## config.mk

```make
export PLATFORM = sky130hd
export DESIGN_NAME = mem_wb_stage
export DESIGN_NICKNAME = d
export VERILOG_FILES = /design/src/rtl/mem_wb_stage.sv
export SDC_FILE = /design/constraint.sdc
export NUM_CORES = 1
export LEC_CHECK = 0
export BUFFER_PORTS_ARGS = -buffer_cell sky130_fd_sc_hd__buf_2
export CAP_MARGIN = 20
export CELL_PAD_IN_SITES_DETAIL_PLACEMENT = 1
export CELL_PAD_IN_SITES_GLOBAL_PLACEMENT = 1
export CORE_MARGIN = 2
export CORE_UTILIZATION = 35
export DETAILED_ROUTE_END_ITERATION = 10
export GPL_TIMING_DRIVEN = 0
export PLACE_DENSITY = 0.85
export SLEW_MARGIN = 20
export SYNTH_ARGS = -nofsm -noshare
export SYNTH_HDL_FRONTEND = slang
export SYNTH_SLANG_ARGS = --single-unit
```

## constraint.sdc

```tcl
create_clock -name CLK -period 1.95 [get_ports CLK]
set_input_delay 0.585 -clock CLK [delete_from_list [all_inputs] [get_ports CLK]]
set_output_delay 0.585 -clock CLK [all_outputs]
set_load 0.02 [all_outputs]
```

## src/rtl/mem_wb_stage.sv

```systemverilog
// Memory-access / write-back stage: runs loads and stores against a data memory
// with variable acknowledge latency and drives a one-cycle register-file write pulse.
module mem_wb_stage #(
  parameter int DATA_W  = 32,
  parameter int REG_AW  = 5,
  parameter int TIMEOUT = 16
) (
  input  logic              CLK,
  input  logic              RST_N,
  input  logic              ex_valid,
  input  logic              ex_mem_read,
  input  logic              ex_mem_write,
  input  logic              ex_reg_write,
  input  logic [DATA_W-1:0] ex_alu_result,
  input  logic [DATA_W-1:0] ex_store_data,
  input  logic [REG_AW-1:0] ex_write_reg,
  output logic              stall,
  output logic              dm_req,
  output logic              dm_we,
  output logic [DATA_W-1:0] dm_addr,
  output logic [DATA_W-1:0] dm_wdata,
  input  logic [DATA_W-1:0] dm_rdata,
  input  logic              dm_ack,
  output logic              rf_we,
  output logic [REG_AW-1:0] rf_a3,
  output logic [DATA_W-1:0] rf_wd3,
  output logic              err
);

  localparam logic S_IDLE = 1'b0;
  localparam logic S_WAIT = 1'b1;

  localparam int               CNT_W    = (TIMEOUT > 2) ? $clog2(TIMEOUT) : 1;
  localparam logic [CNT_W-1:0] CNT_LAST = CNT_W'(TIMEOUT - 1);

  logic              state_q,    state_d;
  logic [CNT_W-1:0]  cnt_q,      cnt_d;
  logic              dm_req_q,   dm_req_d;
  logic              dm_we_q,    dm_we_d;
  logic [DATA_W-1:0] dm_addr_q,  dm_addr_d;
  logic [DATA_W-1:0] dm_wdata_q, dm_wdata_d;
  logic [REG_AW-1:0] dst_q,      dst_d;
  logic              ld_wb_q,    ld_wb_d;
  logic              rf_we_q,    rf_we_d;
  logic [REG_AW-1:0] rf_a3_q,    rf_a3_d;
  logic [DATA_W-1:0] rf_wd3_q,   rf_wd3_d;
  logic              err_q,      err_d;

  logic is_mem_op;
  logic is_illegal;
  logic dst_nonzero;

  assign is_mem_op   = ex_mem_read | ex_mem_write;
  assign is_illegal  = ex_mem_read & ex_mem_write;
  assign dst_nonzero = (ex_write_reg != '0);

  always_comb begin
    state_d    = state_q;
    cnt_d      = cnt_q;
    dm_req_d   = dm_req_q;
    dm_we_d    = dm_we_q;
    dm_addr_d  = dm_addr_q;
    dm_wdata_d = dm_wdata_q;
    dst_d      = dst_q;
    ld_wb_d    = ld_wb_q;
    rf_we_d    = 1'b0;
    rf_a3_d    = rf_a3_q;
    rf_wd3_d   = rf_wd3_q;
    err_d      = err_q;

    case (state_q)
      S_IDLE: begin
        if (ex_valid) begin
          if (is_illegal) begin
            err_d = 1'b1;
          end else if (is_mem_op) begin
            state_d    = S_WAIT;
            cnt_d      = '0;
            dm_req_d   = 1'b1;
            dm_we_d    = ex_mem_write;
            dm_addr_d  = ex_alu_result;
            dm_wdata_d = ex_store_data;
            dst_d      = ex_write_reg;
            // Only a load with a real destination ever produces a write-back.
            ld_wb_d    = ex_mem_read & ex_reg_write & dst_nonzero;
          end else if (ex_reg_write && dst_nonzero) begin
            rf_we_d  = 1'b1;
            rf_a3_d  = ex_write_reg;
            rf_wd3_d = ex_alu_result;
          end
        end
      end

      S_WAIT: begin
        if (dm_ack) begin
          state_d  = S_IDLE;
          dm_req_d = 1'b0;
          if (ld_wb_q) begin
            rf_we_d  = 1'b1;
            rf_a3_d  = dst_q;
            rf_wd3_d = dm_rdata;
          end
        end else if (cnt_q == CNT_LAST) begin
          state_d  = S_IDLE;
          dm_req_d = 1'b0;
          err_d    = 1'b1;
        end else begin
          cnt_d = cnt_q + CNT_W'(1);
        end
      end

      default: state_d = S_IDLE;
    endcase
  end

  always_ff @(posedge CLK or negedge RST_N) begin
    if (!RST_N) begin
      state_q    <= S_IDLE;
      cnt_q      <= '0;
      dm_req_q   <= 1'b0;
      dm_we_q    <= 1'b0;
      dm_addr_q  <= '0;
      dm_wdata_q <= '0;
      dst_q      <= '0;
      ld_wb_q    <= 1'b0;
      rf_we_q    <= 1'b0;
      rf_a3_q    <= '0;
      rf_wd3_q   <= '0;
      err_q      <= 1'b0;
    end else begin
      state_q    <= state_d;
      cnt_q      <= cnt_d;
      dm_req_q   <= dm_req_d;
      dm_we_q    <= dm_we_d;
      dm_addr_q  <= dm_addr_d;
      dm_wdata_q <= dm_wdata_d;
      dst_q      <= dst_d;
      ld_wb_q    <= ld_wb_d;
      rf_we_q    <= rf_we_d;
      rf_a3_q    <= rf_a3_d;
      rf_wd3_q   <= rf_wd3_d;
      err_q      <= err_d;
    end
  end

  assign stall    = (state_q == S_WAIT);
  assign dm_req   = dm_req_q;
  assign dm_we    = dm_we_q;
  assign dm_addr  = dm_addr_q;
  assign dm_wdata = dm_wdata_q;
  assign rf_we    = rf_we_q;
  assign rf_a3    = rf_a3_q;
  assign rf_wd3   = rf_wd3_q;
  assign err      = err_q;

endmodule
```

==> impl_metrics.env, run 1 <==
export IMPL_place_ws_ps=-571
export IMPL_netlist_top_cells_area="dfrtp_1, nand2_1, mux2_2, mux2_4, clkbuf_1"
export IMPL_synthCells=467
export IMPL_die_y_microns=124
export IMPL_worst_path_max_delay_cell="dfrtp_1"
export IMPL_wl_met1_mm=6.32
export IMPL_path_delay_family="flip-flops"
export IMPL_drive_above_1_share=0.484
export IMPL_tns_ps=0
export IMPL_total_power_uw=9940
export IMPL_vias_per_cell=4.84
export IMPL_ir_worst_vdd_mv=0.646
export IMPL_finalCritPeriodShare=0.969
export IMPL_arrival_ps=2180
export IMPL_synthTopCellsByCount="nand2_1, dfrtp_1, mux2_2"
export IMPL_cts_htree_levels=4
export IMPL_grt_pass1_vias=4630
export IMPL_ant_nets=0
export IMPL_p_per_area_nw_per_um2=1420
export IMPL_grt_pass1_wl_mm=23.9
export IMPL_path_cells="nor2b_4 > nand3_1 > o31ai_2 > buf_6 > buf_8 > mux2_4"
export IMPL_rows=43
export IMPL_tightest_slew_ps=651
export IMPL_skew_ps=6.49
export IMPL_synth_avg_cell_area_sq_um=10.7
export IMPL_holdWs_ps=146
export IMPL_synth_most_common_cell="nand2_1"
export IMPL_synth_top_flop_cell="dfrtp_1"
export IMPL_synth_top_area_cell="dfrtp_1"
export IMPL_cts_made_buffers=17
export IMPL_syn_num_nets=578
export IMPL_portBuffers=213
export IMPL_fp_dieW_microns=124
export IMPL_core_area_sq_um=13900
export IMPL_cp_start_kind="register"
export IMPL_hold_buffers=0
export IMPL_endpoint_kind="register"
export IMPL_overflow=0
export IMPL_dr_wl_met3_microns=834
export IMPL_drv_slew=0
export IMPL_slowest_delay_ps=460
export IMPL_leakagePower_uw=0.00382
export IMPL_synth_edf_count=0
export IMPL_ys_types=28
export IMPL_cts_tree="done"
export IMPL_via_count=4343
export IMPL_fp_dieArea_sq_um=15300
export IMPL_grt_max_degree=62
export IMPL_crit_type="reg2reg"
export IMPL_ys_async_sr_fraction=1.00
export IMPL_drtIter0Drc=123
export IMPL_cts_root_buffer="clkbuf_16"
export IMPL_clkSinkCount=116
export IMPL_antenna_found_initial=0
export IMPL_dpl_hpwl_mm=11.5
export IMPL_drt_first_pass_iters=4
export IMPL_ys_seq_area_frac=0.581
export IMPL_setup_ws_ps=61.0
export IMPL_highest_layer="met4"
export IMPL_gp_congestion=0.820
export IMPL_clock_latency_ps=410
export IMPL_start_util=0.359
export IMPL_max_slew_margin=0.566
export IMPL_wl_per_cell_microns=17.4
export IMPL_nets=816
export IMPL_hold_violations=0
export IMPL_path_clk_slew_ps=50
export IMPL_ys_ff_latch=116
export IMPL_diodes=0
export IMPL_syn_to_final_growth_pct=40.1
export IMPL_min_path_type="in2async"
export IMPL_path_buf_inv=2
export IMPL_synth_top_area_frac=0.581
export IMPL_max_freq_ghz=0.529
export IMPL_required_ps=2240
export IMPL_drt_drc_violations_left=0
export IMPL_routed_wl_met2_mm=8.20
export IMPL_status="completed"
export IMPL_cts_buffer_depth=2
export IMPL_yosysWarnings=0
export IMPL_crit_fanout=10
export IMPL_finalSetupViolCount=0
export IMPL_drt_wl_total_mm=15.6
export IMPL_utilization=0.503
export IMPL_maxCapViolations=0
export IMPL_period_minus_slack_ps=1890
export IMPL_io_pins=214
export IMPL_netlist_area_sq_um=5000
export IMPL_gr_usage_all_layers=0.208
area by class of cell:
cell class                      count  area, sq um
Buffer                             24          144
Clock buffer                       29          561
Clock inverter                      2         35.0
Fill cell                        1614         6930
Inverter                            4         15.0
Multi-Input combinational cell    322         1980
Sequential cell                   116         2900
Tap cell                          180          225
Timing Repair Buffer              220         1140
path summary, 6_finish.rpt:
kind / start / to / slack, ps / cells past startpoint
max reg2reg: stall$_DFF_PN0_ / rf_wd3[24]$_DFFE_PN0P_ / 60 / 6
min in group CLK: ex_store_data[28] / dm_wdata[28]$_DFFE_PN0P_ / 370 / 3
max: stall$_DFF_PN0_ / rf_wd3[24]$_DFFE_PN0P_ / 60 / 6
max in group asynchronous: RST_N / dm_addr[18]$_DFFE_PN0P_ / 1110 / 2
min: RST_N / dm_wdata[2]$_DFFE_PN0P_ / 150 / 1
min reg2reg: dm_wdata[8]$_DFFE_PN0P_ / dm_wdata[8]$_DFFE_PN0P_ / 470 / 2
through the flow:
stage,cell area [sq um],cells
after floorplan,5010,467
after global placement,6300,860
after detailed placement,6330,861
after CTS,6940,891
after global routing,7000,897
final,7000,897
cells in the final DEF (no fill, tap or decap), types with 4 or more instances in the layout:
master / count
nand2_1: 213
mux2_2: 56
clkbuf_2: 11
buf_2: 214
inv_1: 4
mux2_4: 19
clkbuf_16: 17
dfrtp_1: 116
o21ai_0: 4
buf_4: 6
clkbuf_1: 9
clkbuf_8: 9
layer usage:
metal  vias up  track usage
met1      2193        0.243
met3        25       0.0517
met4         0       0.0788
met2       138        0.368
li1       1987            -
met5         -            0
what timing repair did:
| item | 4_1_cts | 5_1_grt |
|---|---|---|
| setup buffers | 0 | 6 |
| endpoints found under the setup margin | 96 | 82 |
| gates resized for setup | 9 | 16 |
worst register-to-register path: stages (launching register included):
cell and delay [ps]:
dfrtp_1 460, nor2b_4 200, nand3_1 110, o31ai_2 280, buf_6 220, buf_8 190
mux2_4 320
state kept, by name (all words and copies together), names as in the netlist:
signal,cells
cnt_q,4
dm_addr,32
dm_req,1
dm_wdata,32
dm_we,1
dst_q,5
err,1
ld_wb_q,1
rf_a3,5
rf_wd3,32
rf_we,1
stall,1
kinds of logic after synthesis:
kind of cell | synth area share
compound gates | 0.0230
flops | 0.581
fa+ha+maj | 0.00751
xor+xnor | 0.00175
mux | 0.183
simple gates | 0.175
buf+inv | 0.0283
power by group:
group | total (uW) | internal, uW | switching (uW) | leakage [uW]
clock network | 3090 | 2050 | 1040 | 0.000296
logic | 3230 | 1310 | 1920 | 0.00210
registers | 3620 | 3170 | 448 | 0.00143
(Power assumes the default switching activity.)
==> run 2, diff against run 1 <==
--- a/config.mk
+++ b/config.mk
@@ -10,10 +10,11 @@
 export CELL_PAD_IN_SITES_DETAIL_PLACEMENT = 1
 export CELL_PAD_IN_SITES_GLOBAL_PLACEMENT = 1
 export CORE_MARGIN = 2
-export CORE_UTILIZATION = 35
+export CORE_UTILIZATION = 38
 export DETAILED_ROUTE_END_ITERATION = 10
 export GPL_TIMING_DRIVEN = 0
-export PLACE_DENSITY = 0.85
+export PLACE_DENSITY = 0.91
+export RECOVER_POWER = 100
 export SLEW_MARGIN = 20
 export SYNTH_ARGS = -nofsm -noshare
 export SYNTH_HDL_FRONTEND = slang
==> constraint.sdc (replaced) <==
create_clock -name CLK -period 2.2 [get_ports CLK]
set_input_delay 0.66 -clock CLK [delete_from_list [all_inputs] [get_ports CLK]]
set_output_delay 0.66 -clock CLK [all_outputs]
set_load 0.02 [all_outputs]
==> run 2 against run 1 <==
Critical path depth increased by 1. Sequential power is 11% lower. Clock power down 20%. Cell area is 4.5% lower. Count of clock-buffer cells in the layout shrank 1. Combinational power is 18% lower. Power decreased by 16%. Non-clock buffer count shrank 7. First-iteration DRC count increased by 25%. Clock skew is 1.1 ps higher. Critical path type is now in2reg.
==> impl_metrics.env, run 2 (synthesis gave the netlist of run 1 again) <==
export IMPL_status="completed"
export IMPL_tightest_slew_ps=1390
export IMPL_rows=41
export IMPL_cp_start_kind="primary input"
export IMPL_skew_ps=7.64
export IMPL_min_path_type="in2reg"
export IMPL_ant_nets=0
export IMPL_holdPathEnd="dm_wdata[16]$_DFFE_PN0P_"
export IMPL_post_cts_buffers=0
export IMPL_fillers=1545
export IMPL_crit_type="in2reg"
export IMPL_worst_path_max_delay_cell="or4_1"
export IMPL_syn_to_final_growth_pct=33.7
export IMPL_drt_first_pass_iters=4
export IMPL_leakagePower_uw=0.00338
export IMPL_rsz0062_at_grt="false"
export IMPL_path_cells="clkbuf_1 > or4_1 > nor2_1 > o31ai_1 > buf_6 > buf_8 > mux2_4"
export IMPL_grt_pass1_vias=4753
export IMPL_io_pins=214
export IMPL_vias_per_cell=4.83
export IMPL_r2r_start="stall$_DFF_PN0_"
export IMPL_place_inst=853
export IMPL_endpoint_kind="register"
export IMPL_finalSetupViolCount=0
export IMPL_period_minus_slack_ps=2150
export IMPL_crit_fanout=10
export IMPL_routed_wl_met2_mm=7.95
export IMPL_grt_pass1_wl_mm=24.2
export IMPL_reg2reg_depth=4
export IMPL_required_ps=2490
export IMPL_path_delay_family="simple AND/OR/NAND/NOR gates"
export IMPL_hold_buffers=0
export IMPL_hp_start="ex_store_data[16]"
export IMPL_start_util=0.393
export IMPL_place_area_sq_um=6310
export IMPL_clock_latency_ps=410
export IMPL_final_cell_mix="nand2_1, clkbuf_1, dfrtp_1"
export IMPL_regToRegSetupSlack_ps=90
export IMPL_cts_tree="done"
export IMPL_total_power_uw=8360
export IMPL_diodes=0
export IMPL_maxCapViolations=0
export IMPL_arrival_ps=2440
export IMPL_overflow=0
export IMPL_cts_htree_levels=4
export IMPL_ir_worst_vdd_mv=0.627
export IMPL_final_instance_count_excl_fill=883
export IMPL_fp_dieW_microns=119
export IMPL_drive_above_1_share=0.307
export IMPL_stdcell_area_sq_um=6690
export IMPL_gp_congestion=0.804
export IMPL_max_slew_margin=0.0765
export IMPL_portBuffers=213
export IMPL_dpl_hpwl_mm=11.1
export IMPL_dr_wl_met3_microns=742
export IMPL_whs_path_depth=3
export IMPL_hold_violations=0
export IMPL_drt_drc_violations_left=0
export IMPL_drt_wl_total_mm=15.0
export IMPL_via_count=4269
export IMPL_drtIter0Drc=154
export IMPL_clkSinkCount=116
export IMPL_final_common_cell="nand2_1"
export IMPL_path_clk_slew_ps=50
export IMPL_cts_root_buffer="clkbuf_16"
export IMPL_fp_dieArea_sq_um=14100
export IMPL_cts_buffer_depth=2
export IMPL_nets=809
export IMPL_wl_met1_mm=6.00
export IMPL_core_area_sq_um=12700
export IMPL_grt_max_degree=63
export IMPL_die_y_microns=119
export IMPL_gr_usage_all_layers=0.221
export IMPL_wl_per_cell_microns=17.0
export IMPL_p_per_area_nw_per_um2=1250
export IMPL_highest_layer="met4"
export IMPL_finalCritPeriodShare=0.976
export IMPL_cts_made_buffers=17
export IMPL_drv_slew=0
export IMPL_r2r_end="rf_wd3[17]$_DFFE_PN0P_"
export IMPL_antenna_found_initial=0
export IMPL_slowest_delay_ps=550
export IMPL_path_buf_inv=3
export IMPL_max_freq_ghz=0.466
-- run 2: cell types whose count changed in the layout (fill, tap and decap cells not counted), moves of 2 or more --
cell / change
buf_2: -108
clkbuf_4: -2
buf_4: -6
clkbuf_2: -4
clkinv_2: +3
clkbuf_1: +117
clkbuf_8: -4
-- run 2: worst register-to-register path, stage by stage (launching register included) --
cell and delay, ps:
dfrtp_1 440, buf_2 330, clkbuf_1 540, mux2_2 420
mux2_4 260
-- run 2: worst max-delay path by stage --
stage / cells past startpoint / slack [ps] / end / startpoint
floorplan: 6 / 120 / rf_wd3[16]$_DFFE_PN0P_ / ex_write_reg[1]
global placement: 1 / -890 / rf_wd3[26]$_DFFE_PN0P_ / RST_N
detailed placement: 8 / -360 / dm_addr[0]$_DFFE_PN0P_ / ex_mem_read
CTS: 8 / 70 / dm_addr[10]$_DFFE_PN0P_ / ex_mem_read
global route: 7 / 4 / rf_wd3[18]$_DFFE_PN0P_ / ex_write_reg[1]
finish: 7 / 50 / rf_wd3[18]$_DFFE_PN0P_ / ex_write_reg[1]
-- run 2: per-layer routing --
layer | vias to the layer above | global-route usage
met4 | 0 | 0.0982
li1 | 1981 | -
met1 | 2115 | 0.244
met5 | - | 0
met2 | 143 | 0.402
met3 | 30 | 0.0521
-- run 2: final cells by class --
class / count / area [sq um] / area share
inverter: 4 / 15.0 / 0.00225
timing repair buffer: 214 / 943 / 0.141
tap: 172 / 215 / 0.0322
multi-input combinational: 322 / 1950 / 0.291
buffer: 23 / 125 / 0.0187
clock buffer: 28 / 517 / 0.0773
sequential: 116 / 2900 / 0.434
clock inverter: 4 / 20.0 / 0.00299
-- run 2: power breakdown --
part	total, uW	switching [uW]	leakage [uW]	internal (uW)
registers	3230	415	0.00143	2820
logic	2650	1690	0.00168	960
clock network	2480	905	0.000268	1580
-- run 2: per-stage QoR --
stage / utilization / setup TNS [ps] / hold WS (ps) / setup WS (ps)
floorplan: - / 0 / 364 / 118
global placement: 0.494 / -124060 / 453 / -891
detailed placement: 0.496 / -25940 / 457 / -362
CTS: 0.539 / 0 / 205 / 68.9
global route: 0.525 / 0 / 435 / 4.06
finish: 0.525 / 0 / 435 / 52.4
-- run 2: repair_timing --
| item | in CTS | in global routing |
|---|---|---|
| pin swaps | 0 | 0 |
| setup endpoints to repair | 20 | 27 |
| resized for setup | 1 | 8 |
==> run 3, diff against run 2 <==
--- a/config.mk
+++ b/config.mk
@@ -13,8 +13,8 @@
 export CORE_UTILIZATION = 38
 export DETAILED_ROUTE_END_ITERATION = 10
 export GPL_TIMING_DRIVEN = 0
-export PLACE_DENSITY = 0.91
-export RECOVER_POWER = 100
+export PLACE_DENSITY = 0.82
+export RECOVER_POWER = 50
 export SLEW_MARGIN = 20
 export SYNTH_ARGS = -nofsm -noshare
 export SYNTH_HDL_FRONTEND = slang
==> run 3 against run 2 <==
Cell count did not move. Hold slack better by 8.5 ps. Non-clock buffer count up 1. Register-to-register slack improved by 60 ps. Clock skew decreased by 2.8 ps. Critical path type is now reg2reg. Critical endpoint is now rf_wd3[23]$_DFFE_PN0P_.
==> impl_metrics.env, run 3 (synthesis gave the netlist of run 1 again) <==
export IMPL_status="completed"
export IMPL_die_y_microns=119
export IMPL_final_cell_mix="nand2_1, buf_2, dfrtp_1"
export IMPL_clock_latency_ps=410
export IMPL_drive_above_1_share=0.387
export IMPL_fillers=1513
export IMPL_ff_latch_area_sq_um=2900
export IMPL_drtIter0Drc=148
export IMPL_grt_max_degree=64
export IMPL_min_path_type="in2reg"
export IMPL_rsz0062_at_grt="false"
export IMPL_cts_tree="done"
export IMPL_cts_htree_levels=4
export IMPL_finalCritPeriodShare=0.934
export IMPL_slowest_delay_ps=490
export IMPL_fp_dieW_microns=119
export IMPL_p_per_area_nw_per_um2=1240
export IMPL_whs_path_depth=3
export IMPL_crit_type="reg2reg"
export IMPL_io_pins=214
export IMPL_clkSinkCount=116
export IMPL_post_cts_buffers=0
export IMPL_cts_made_buffers=17
export IMPL_drt_first_pass_iters=4
export IMPL_diodes=0
export IMPL_syn_to_final_growth_pct=35.1
export IMPL_max_slew_margin=0.107
export IMPL_max_freq_ghz=0.487
export IMPL_drt_wl_total_mm=14.8
export IMPL_place_area_sq_um=6310
export IMPL_skew_ps=4.80
export IMPL_final_common_cell="nand2_1"
export IMPL_via_count=4225
export IMPL_fp_dieArea_sq_um=14100
export IMPL_required_ps=2480
export IMPL_rows=41
export IMPL_path_cells="buf_2 > clkbuf_1 > mux2_2 > mux2_4"
export IMPL_dpl_hpwl_mm=11.0
export IMPL_hold_violations=0
export IMPL_gp_congestion=0.787
export IMPL_endpoint_kind="register"
export IMPL_maxCapViolations=0
export IMPL_nets=810
export IMPL_wl_per_cell_microns=16.8
export IMPL_worst_path_max_delay_cell="clkbuf_1"
export IMPL_grt_pass1_wl_mm=24.3
export IMPL_cts_buffer_depth=2
export IMPL_grt_pass1_vias=4843
export IMPL_holdWs_ps=444
export IMPL_period_minus_slack_ps=2050
export IMPL_reg2reg_depth=4
export IMPL_antenna_found_initial=1
export IMPL_overflow=0
export IMPL_ant_nets=0
export IMPL_path_clk_slew_ps=50
export IMPL_cp_start_kind="register"
export IMPL_portBuffers=213
export IMPL_leakagePower_uw=0.00354
export IMPL_start_util=0.393
export IMPL_vias_per_cell=4.78
export IMPL_arrival_ps=2330
export IMPL_cts_root_buffer="clkbuf_16"
export IMPL_tns_ps=0
export IMPL_finalSetupViolCount=0
export IMPL_drt_drc_violations_left=0
export IMPL_multi_input_area_sq_um=1950
export IMPL_core_area_sq_um=12700
export IMPL_gr_usage_all_layers=0.219
export IMPL_crit_fanout=10
export IMPL_tightest_slew_ps=1340
export IMPL_stdcell_area_sq_um=6760
export IMPL_drv_slew=0
export IMPL_ir_worst_vdd_mv=0.612
-- run 3: cell types whose count changed in the layout (fill, tap and decap cells not counted), sizes merged --
cell / before / now
clkinv: 4 / 3
clkinvlp: 0 / 1
buf: 110 / 169
clkbuf: 155 / 96
-- run 3: repair_timing --
| action | CTS | global route |
|---|---|---|
| pin swaps | 0 | 0 |
| endpoints found under the setup margin | 22 | 56 |
| gates cloned | 0 | 0 |
| hold buffers | 0 | 0 |
| gates resized for setup | 2 | 7 |
-- run 3: layout make-up --
type                       instances  area share
sequential                       116       0.430
multi-input combinational        322       0.289
timing repair buffer             214       0.150
clock buffer                      27      0.0745
tap                              172      0.0319
buffer                            24      0.0191
clock inverter                     4     0.00333
inverter                           4     0.00222
-- run 3: critical path, delay by kind of cell (launching register included) --
kind | cells | cell delay [ps]
buf+inv | 2 | 840
mux | 2 | 670
flops | 1 | 420
-- run 3: power breakdown --
group | total (uW) | switching, uW | leakage, uW | internal, uW
sequential | 3220 | 400 | 0.00143 | 2820
combinational | 2720 | 1670 | 0.00186 | 1050
clock | 2420 | 873 | 0.000257 | 1540
total | 8360 | 2950 | 0.00354 | 5410
-- run 3: worst paths after layout --
path	startpoint	endpoint	slack, ps
max reg2reg	stall$_DFF_PN0_	rf_wd3[23]$_DFFE_PN0P_	150
max in group asynchronous	RST_N	rf_wd3[23]$_DFFE_PN0P_	440
min in group asynchronous	RST_N	dm_addr[13]$_DFFE_PN0P_	550
min	ex_store_data[12]	dm_wdata[12]$_DFFE_PN0P_	440
min reg2reg	dm_addr[24]$_DFFE_PN0P_	dm_addr[24]$_DFFE_PN0P_	470
max	stall$_DFF_PN0_	rf_wd3[23]$_DFFE_PN0P_	150
-- run 3: metal layers --
| metal | up-vias | share of wire | track usage |
|---|---|---|---|
| li1 | 1985 | - | - |
| met1 | 2070 | 0.40 | 0.250 |
| met2 | 139 | 0.53 | 0.391 |
| met3 | 29 | 0.048 | 0.0550 |
| met4 | 2 | 0.020 | 0.0878 |
| met5 | - | 0.00088 | 0 |
-- run 3: metrics by stage --
step | cells | utilization | power (uW) | setup slack [ps]
floorplan | 467 | - | 4920 | 118
global placement | 852 | 0.494 | 5920 | -928
detailed placement | 853 | 0.496 | 6070 | -381
CTS | 884 | 0.538 | 8560 | 11.9
global route | 883 | 0.531 | 8820 | 4.71
finish | 883 | 0.531 | 8360 | 146
